[src/rtl/muller_c_proj_fv_if.sv]
// C-element signal bundle between the io wrapper and the core.
// The master drives the inputs and the slave returns the outputs.
interface muller_c_proj_fv_if;
  logic a;
  logic b;
  logic c;
  logic mode3;
  logic y;
  logic y_n;
  logic agree;
  logic err;

  modport master (
    output a, b, c, mode3,
    input  y, y_n, agree, err
  );

  modport slave (
    input  a, b, c, mode3,
    output y, y_n, agree, err
  );
endinterface

[src/rtl/muller_c_proj_fv.sv]
// Muller C-element (2/3-input) with a sticky self-check flag.
// The io wrapper unpacks io_in and instantiates the core as c_element.
module muller_c_core (
  input  logic              clk_i,
  input  logic              rst_i,
  muller_c_proj_fv_if.slave bus
);

  logic y_q;
  logic y_d;
  logic y_prev_q;
  logic agree_q;
  logic err_q;
  logic err_d;
  logic y_n;
  logic all_one;
  logic all_zero;
  logic agree;

  // In 2-input mode c is masked out of both terms.
  always_comb begin
    all_one  = bus.a & bus.b
             & (bus.c | ~bus.mode3);
    all_zero = ~bus.a & ~bus.b
             & (~bus.c | ~bus.mode3);
    agree    = all_one | all_zero;
  end

  always_comb begin
    y_d = y_q;
    unique case (1'b1)
      all_one:  y_d = 1'b1;
      all_zero: y_d = 1'b0;
      default:  y_d = y_q;
    endcase
  end

  assign y_n = ~y_q;

  // y moving after a disagreeing edge, or a broken y_n, latches err.
  always_comb begin
    err_d = err_q;
    if ((y_q != y_prev_q) && !agree_q)
      err_d = 1'b1;
    if (y_n != ~y_q)
      err_d = 1'b1;
  end

  always_ff @(posedge clk_i or posedge rst_i) begin
    if (rst_i) begin
      y_q      <= 1'b0;
      y_prev_q <= 1'b0;
      agree_q  <= 1'b0;
      err_q    <= 1'b0;
    end else begin
      y_q      <= y_d;
      y_prev_q <= y_q;
      agree_q  <= agree;
      err_q    <= err_d;
    end
  end

  assign bus.y     = y_q;
  assign bus.y_n   = y_n;
  assign bus.agree = agree;
  assign bus.err   = err_q;

`ifdef FORMAL
  a_no_err: assert property (
    @(posedge clk_i) disable iff (rst_i)
    !err_q
  );

  a_y_needs_agree: assert property (
    @(posedge clk_i) disable iff (rst_i)
    (y_q != $past(y_q)) |-> $past(agree)
  );

  c_y_rise: cover property (
    @(posedge clk_i) disable iff (rst_i)
    $rose(y_q)
  );

  c_y_fall: cover property (
    @(posedge clk_i) disable iff (rst_i)
    $fell(y_q)
  );

  c_y_hold: cover property (
    @(posedge clk_i) disable iff (rst_i)
    !agree ##1 $stable(y_q)
  );
`endif

endmodule

module muller_c_proj_fv (
  input  logic [5:0] io_in,
  output logic [3:0] io_out
);

  logic clk;
  logic rst;

  assign clk = io_in[0];
  assign rst = io_in[1];

  muller_c_proj_fv_if cbus ();

  assign cbus.a     = io_in[2];
  assign cbus.b     = io_in[3];
  assign cbus.c     = io_in[4];
  assign cbus.mode3 = io_in[5];

  muller_c_core c_element (
    .clk_i (clk),
    .rst_i (rst),
    .bus   (cbus)
  );

  assign io_out = {
    cbus.err,
    cbus.agree,
    cbus.y_n,
    cbus.y
  };

endmodule

[config.mk]
export PLATFORM = sky130hd
export DESIGN_NAME = muller_c_proj_fv
export DESIGN_NICKNAME = d
export VERILOG_FILES = /design/src/rtl/muller_c_proj_fv_if.sv /design/src/rtl/muller_c_proj_fv.sv
export SDC_FILE = /design/constraint.sdc
export NUM_CORES = 1
export LEC_CHECK = 0
export BUFFER_PORTS_ARGS = -buffer_cell sky130_fd_sc_hd__buf_2
export CAP_MARGIN = 20
export CELL_PAD_IN_SITES_DETAIL_PLACEMENT = 1
export CELL_PAD_IN_SITES_GLOBAL_PLACEMENT = 1
export CORE_AREA = 2 2 39 41
export DETAILED_ROUTE_END_ITERATION = 12
export DIE_AREA = 0 0 41 43
export PLACE_DENSITY = 0.47
export SYNTH_ARGS = -nofsm -noshare
export SYNTH_HDL_FRONTEND = slang
export SYNTH_SLANG_ARGS = --single-unit
[constraint.sdc]
create_clock -name io_in -period 2.2 [get_ports io_in]
set_input_delay 0.44 -clock io_in [delete_from_list [all_inputs] [get_ports io_in]]
set_output_delay 0.44 -clock io_in [all_outputs]
set_load 0.005 [all_outputs]
---- Word-level counts from Yosys, hierarchy flattened ----
Index checks and enable logic that the tools add are counted.
operators by class
  equality and inequality tests ........... 1
  muxes and demuxes ....................... 1
  bitwise gates (word level) .............. 12
  reduce and logical (&&, ||, !) cells .... 3
operator list
  cell               count
  $not 1->1          5
  $and 1x1->1        4
  $or 1x1->1         3
  $pmux 1 s2         1
  $reduce_bool 2->1  1
  $logic_and 1x1->1  1
  $logic_not 1->1    1
  $ne 1x1->1         1
word-level totals
  register bits ........................... 4
  bits of input ports ..................... 6
  output and inout bits ................... 4
  logic and storage cells ................. 21

---- Longest topological paths before layout ----
Gate-level depths: netlist (run 1).
  word-level depth ........................ 4
  mapped depth ............................ 3
  depth with buffers taken out ............ 2

---- By module ----
A second synthesis (run 1) with hierarchy kept.
second synthesis, totals
  cells, all modules ...................... 20
  area, all modules ....................... 217.7 sq um
by module, submodules not included
  module            times used  cells each  area an instance (sq um)  sequential area each (sq um)
  muller_c_core     1           16          187.7                     100.1
  muller_c_proj_fv  1           4           30.0                      0.0

---- Least setup slack after synthesis (run 1) ----
OpenSTA, ideal clock, no wires.
  path kind ............................... register -> output
  from .................................... register c_element.y_q, in the netlist c_element.bus.y
  to ...................................... output port io_out[1]
  arrival ................................. 0.561 ns
  required time ........................... 1.760 ns
  slack ................................... 1.199 ns
  cell stages (with the launch flop) ...... 3
  buffers on the path ..................... 1
  cell sequence ........................... dfrtp_1 > inv_1 > buf_4
between the ends
  word-level cells in the longest chain between the ends .. 1
RTL lines
  what                    RTL line                text
  from (decl)             muller_c_proj_fv.sv:9   logic y_q;
  from (signal assigned)  muller_c_proj_fv.sv:56  y_q <= y_d;
  $not 1->1               muller_c_proj_fv.sv:38  assign y_n = ~y_q;
  to (decl)               muller_c_proj_fv.sv:99  output logic [3:0] io_out
Every way passes these cells.

==> impl_metrics.yaml, run 1 <==
setup_path:
  sum_of_buffers_and_inverters_on_the_critical_path: 3
  critical_path_max_stage_delay_ns: 0.24
  crit_slowest_cell: "sky130_fd_sc_hd__a31o_4"
  setup.worst_path.class: "clock port to output pin"
  crit_top_cell: "sky130_fd_sc_hd__buf_8"
  arrival_ns: 1.79
  crit_chain: "buf_8 > buf_8 > nand2b_4 > a31o_4 > buf_6"
  end_kind: "output pin"
  crit_family: "buffers and inverters"
  critPathRequiredTime_ns: 1.76
  critical_path.max_fanout: 2
  setup.worst_path.start_class: "clock port"
timing:
  slew_violations: 0
  final.setup.worst_slack_ns: -0.03071
  finalHoldViolations: 0
  timing.slew.headroom: 0.8464
  tightestPinTransition_ns: 0.2281
  rsz0062_at_grt: "true"
  setup_viol: 1
  clock_skew_ns: 0.0006598
  setup-tns-final_ns: -0.03071
detailed_routing:
  routedWlPerCell_um: 14.55
  num_vias: 294
  wl_um: 960
  drt_first_iter_violations: 9
  antenna_left: 0
  drc: 0
  post_drt_via_cell_ratio: 4.455
  firstDrtPassIters: 2
yosys:
  synth.lib_cells_used.distinct: 12
  synthesis.nets: 26
  seq_area_frac_synth: 0.4819
  synthesis.area_sq_um: 207.7
  yosys_register_bits: 4
  yosysWarningCount: 0
  synth.avg_cell_area_sq_um: 10.38
  post_synth_inst_count: 20
  area_contributors_post_synth: "sky130_fd_sc_hd__dfrtp_1 (48%), sky130_fd_sc_hd__buf_4 (14%), sky130_fd_sc_hd__inv_1 (5.4%)"
  library_cell_occupying_the_most_area_in_the_post_synthesis_netlist: "sky130_fd_sc_hd__dfrtp_1"
  post-synth-top-area-fraction: 0.4819
run_status:
  failed_checks: "negative setup slack"
  outcome: "finished, violations left"
die:
  num_io_pins: 10
  floorplan.initialDensity: 0.1501
  std_cell_rows: 14
  core_area_sq_um: 1384
  die_area_sq_um: 1763
  die_x_um: 41
  die_height_um: 43
power_and_ir_drop:
  cellPowerDensity_nw_per_um2: 2623
  power.ir.vdd_worst_mv: 1.139
  cellLeakagePower_nw: 0.2443
grt:
  grt_pass1_wl_um: 1918
  grt_start_max_net_pins: 7
  grt-ovfl-total: 0
  grt.total_usage: 0.1705
  antenna_found_initial: 0
  via_count_of_the_first_global_routing_pass: 555
finish:
  antenna_cells: 0
  fillerInstances: 166
  sequential_cell_area_sq_um: 100.1
  areaGrowthSynthToFinish_pct: 125.9
  post_layout_nonfiller_instances: 66
  final_layout_net_count: 53
  drive_gt1_frac: 0.5800
  multi_input_area_sq_um: 95.09
cts:
  clk_latency_ns: 0.23
  hold_buffers: 0
  clock_tree_from_tritoncts: "built"
  cts.clk_slew.worst_paths_ns: 0.04
placed_design:
  post-place-cells: 36
  hpwl_reported_at_the_end_of_detailed_placement_um: 309.4
  finalWeightedCongestion: 0.5370
  quantity_of_i_o_buffers_inserted_on_ports: 4
run:
  max_cap_violations: 0
hold_path:
  hold_path.class: "clock port to register"
## logic make-up (layout without fill, tap and decap cells)
family,after synthesis,in the layout,synth area share
buf+inv,7,37,0.1988
compound gates,6,6,0.2109
flops,4,4,0.4819
simple gates,2,2,0.06630
xor+xnor,1,1,0.04218
## registers in the layout (all words and copies together), names as in the netlist
register            count
c_element.bus.err       1
c_element.bus.y         1
c_element.agree_q       1
c_element.y_prev_q      1
## power by group
| group | internal [mW] | total, mW | switching, mW |
|---|---|---|---|
| sequential | 0.0772 | 0.0772 | 0 |
| combinational | 0 | 0.0000000182 | 0 |
| clock | 0.721 | 1.15 | 0.432 |
## stage by stage
step / cell area, sq um / worst slack, ns / total power [mW] / hold WS [ns] / util
floorplan: 207.7 / 0.1786 / 0.2322 / 0.1662 / -
global placement: 217.7 / 0.1910 / 0.2213 / 0.1636 / 0.1573
detailed placement: 217.7 / 0.1910 / 0.2213 / 0.1636 / 0.1573
CTS: 466.7 / -0.04469 / 1.242 / 0.1742 / 0.3373
global route: 469.2 / -0.05568 / 1.406 / 0.2795 / 0.3391
finish: 469.2 / -0.03071 / 1.231 / 0.1535 / 0.3391
## worst register-to-register path, stage by stage (launching register included)
cell	delay (ns)
sky130_fd_sc_hd__dfrtp_1	0.44
sky130_fd_sc_hd__a22oi_1	0.21
sky130_fd_sc_hd__o211ai_1	0.12
## layout by cell type (no fill, tap or decap), drive strengths merged
cell type and instances:
clkbuf 20, buf 9, inv 6, dfrtp 4
clkinv 2, nand2b 1, a211oi 1, a31o 1
a22oi 1, o21ai 1, nand3b 1, o211ai 1
xnor2 1, o21bai 1
## final timing paths
path | depth (start not counted) | slack, ns | start | end
setup / recovery | 5 | -0.03 | io_in[4] | io_out[2]
setup reg to reg | 2 | 1.30 | c_element.bus.y$_DFFE_PP0P_ | c_element.bus.y$_DFFE_PP0P_
max in group asynchronous | 3 | 1.25 | io_in[1] | c_element.bus.err$_DFFE_PP0P_
hold reg to reg | 1 | 0.44 | c_element.agree_q$_DFF_PP0_ | c_element.bus.err$_DFFE_PP0P_
hold / removal | 3 | 0.15 | io_in[3] | c_element.bus.y$_DFFE_PP0P_
min in group asynchronous | 3 | 0.85 | io_in[1] | c_element.y_prev_q$_DFF_PP0_
## cell usage after synthesis
cell type                  count
sky130_fd_sc_hd__a211oi_1      1
sky130_fd_sc_hd__a22oi_1       1
sky130_fd_sc_hd__a31o_2        1
sky130_fd_sc_hd__buf_4         4
sky130_fd_sc_hd__dfrtp_1       4
sky130_fd_sc_hd__inv_1         3
sky130_fd_sc_hd__nand2b_1      1
sky130_fd_sc_hd__nand3b_1      1
sky130_fd_sc_hd__o211ai_1      1
sky130_fd_sc_hd__o21ai_0       1
sky130_fd_sc_hd__o21bai_1      1
sky130_fd_sc_hd__xnor2_1       1
## what timing repair did
item,in CTS,in global routing
gates resized for setup,8,2
setup endpoints to repair,1,1
setup buffers,1,2
pin swaps,2,2
cloned,0,0
## per-layer routing
layer	vias to the layer above	wire length, um	share of wire	GRT usage
met3	8	160	0.17	0.3298
met5	-	0	0	0
li1	123	-	-	-
met1	134	259	0.27	0.03922
met4	0	52	0.054	0.4533
met2	29	487	0.51	0.08125
## cell type report
type | instances | share of cell area
Sequential cell | 4 | 0.2133
Clock buffer | 26 | 0.4453
Clock inverter | 7 | 0.05600
Multi-Input combinational cell | 9 | 0.2027
Tap cell | 16 | 0.04267
Timing Repair Buffer | 3 | 0.03200
Inverter | 1 | 0.008000
(Power assumes the default switching activity.)
==> run 2: changes to the inputs <==
--- a/config.mk
+++ b/config.mk
@@ -5,14 +5,14 @@
 export SDC_FILE = /design/constraint.sdc
 export NUM_CORES = 1
 export LEC_CHECK = 0
-export BUFFER_PORTS_ARGS = -buffer_cell sky130_fd_sc_hd__buf_2
 export CAP_MARGIN = 20
 export CELL_PAD_IN_SITES_DETAIL_PLACEMENT = 1
 export CELL_PAD_IN_SITES_GLOBAL_PLACEMENT = 1
 export CORE_AREA = 2 2 39 41
 export DETAILED_ROUTE_END_ITERATION = 12
 export DIE_AREA = 0 0 41 43
-export PLACE_DENSITY = 0.47
+export DONT_BUFFER_PORTS = 1
+export PLACE_DENSITY = 0.38
 export SYNTH_ARGS = -nofsm -noshare
 export SYNTH_HDL_FRONTEND = slang
 export SYNTH_SLANG_ARGS = --single-unit
==> run 2 against run 1 <==
Against the previous run: the flow now finishes without violations; worst hold slack better by 0.073 ns; non-clock buffer count is 3 lower; final cell count is 9.1% lower; die area stayed put; first-iteration DRC count is 33% lower; worst setup slack better by 0.095 ns; routed wire length is 22% lower; sequential cell count stayed put; sequential power hardly changed; count of clock-buffer cells in the layout is 1 lower; critical path depth is 1 lower; critical endpoint unchanged; largest cell class unchanged.
==> impl_metrics.yaml, run 2 (same netlist as run 1, synthesis figures left out) <==
run_status:
  outcome: "finished clean"
die:
  die_height_um: 43
  std_cell_rows: 14
  floorplan.initialDensity: 0.1501
  core_area_sq_um: 1384
  num_io_pins: 10
  die_area_sq_um: 1763
  die_x_um: 41
finish:
  antenna_cells: 0
  layout.cells.most_common: "sky130_fd_sc_hd__clkbuf_4"
  drive_gt1_frac: 0.5227
  final_layout_net_count: 48
  post_layout_nonfiller_instances: 60
  layout.cells.most_common_list: "sky130_fd_sc_hd__clkbuf_4 (21), sky130_fd_sc_hd__inv_1 (6), sky130_fd_sc_hd__dfrtp_1 (4), sky130_fd_sc_hd__clkbuf_1 (4)"
  areaGrowthSynthToFinish_pct: 86.14
timing:
  tightestPinTransition_ns: 0.2248
  slew_violations: 0
  final.setup.worst_slack_ns: 0.06471
  clock_skew_ns: 0.003857
  final.hold.worst_slack_ns: 0.2261
  finalHoldViolations: 0
  setup-tns-final_ns: 0
  setup_viol: 0
  rsz0062_at_grt: "false"
  timing.slew.headroom: 0.8501
power_and_ir_drop:
  cellPowerDensity_nw_per_um2: 2402
  power.ir.vdd_worst_mv: 0.7792
  cellLeakagePower_nw: 0.1968
detailed_routing:
  num_vias: 269
  drt_first_iter_violations: 6
  wl_um: 750
  antenna_left: 0
  drc: 0
  routedWlPerCell_um: 12.50
  post_drt_via_cell_ratio: 4.483
  firstDrtPassIters: 2
run:
  max_cap_violations: 0
setup_path:
  setup.worst_path.class: "clock port to output pin"
  end_kind: "output pin"
  setup.worst_path.start_class: "clock port"
  critical_path.max_fanout: 2
  arrival_ns: 1.70
  critPathRequiredTime_ns: 1.76
grt:
  grt-ovfl-total: 0
  grt.total_usage: 0.1331
  via_count_of_the_first_global_routing_pass: 502
  grt_start_max_net_pins: 7
  antenna_found_initial: 0
  grt_pass1_wl_um: 1407
cts:
  postCtsSetupRepairBufs: 0
  cts.clk_slew.worst_paths_ns: 0.04
  clock_tree_from_tritoncts: "built"
  clk_latency_ns: 0.23
placed_design:
  finalWeightedCongestion: 0.6103
  post-place-cells: 32
  detailedPlace.worstSlack_ns: 0.2971
  quantity_of_i_o_buffers_inserted_on_ports: 0
hold_path:
  hold_path.class: "clock port to register"
## run 2: changes by cell type in the layout (fill, tap and decap cells not counted), sizes merged
cell	before	now
buf	9	0
clkbuf	20	25
clkinv	2	0
## run 2: worst max-delay path, stage by stage
cell                       delay (ns)
sky130_fd_sc_hd__clkbuf_4        0.12
sky130_fd_sc_hd__clkbuf_4        0.13
sky130_fd_sc_hd__nand2b_1        0.13
sky130_fd_sc_hd__a31o_2          0.22
## run 2: power breakdown
part | internal, mW | switching [mW] | total (mW)
clock network | 0.540 | 0.312 | 0.852
logic | 0 | 0 | 0.00000000144
registers | 0.0771 | 0 | 0.0771
total | 0.617 | 0.312 | 0.929
## run 2: stage by stage
step | total power, mW | area, sq um | utilization
floorplan | 0.2322 | 207.7 | -
global placement | 0.2067 | 197.7 | 0.1429
detailed placement | 0.2067 | 197.7 | 0.1429
CTS | 0.9686 | 381.6 | 0.2758
global route | 1.054 | 386.6 | 0.2794
finish | 0.9287 | 386.6 | 0.2794
## run 2: routing by layer
layer / global-route usage / vias to the layer above / wire length (um)
met4: 0.4267 / 0 / 55
met1: 0.02606 / 127 / 181
li1: - / 113 / -
met3: 0.2251 / 8 / 97
met2: 0.05313 / 21 / 415
met5: 0 / - / 0
## run 2: worst paths after layout
kind                                              from                             to  slack, ns  depth (start not counted)
max                                           io_in[4]                      io_out[2]       0.06                          4
min                                           io_in[3]    c_element.bus.y$_DFFE_PP0P_       0.23                          4
max reg2reg                c_element.bus.y$_DFFE_PP0P_    c_element.bus.y$_DFFE_PP0P_       1.28                          2
min reg2reg                c_element.agree_q$_DFF_PP0_  c_element.bus.err$_DFFE_PP0P_       0.42                          1
max in group asynchronous                     io_in[1]   c_element.y_prev_q$_DFF_PP0_       1.26                          3
min in group asynchronous                     io_in[1]    c_element.bus.y$_DFFE_PP0P_       0.85                          3
## run 2: what timing repair did
item                                    CTS  global route
pin swaps                                 1             0
gates resized for setup                   0             1
hold buffers                              0             0
endpoints found under the setup margin    1             1
## run 2: area by class of cell
class | instances | area [sq um]
sequential | 4 | 100.1
clock inverter | 5 | 18.77
fill | 175 | 997.2
tap | 16 | 20.02
multi-input combinational | 9 | 71.32
clock buffer | 25 | 172.7
inverter | 1 | 3.754
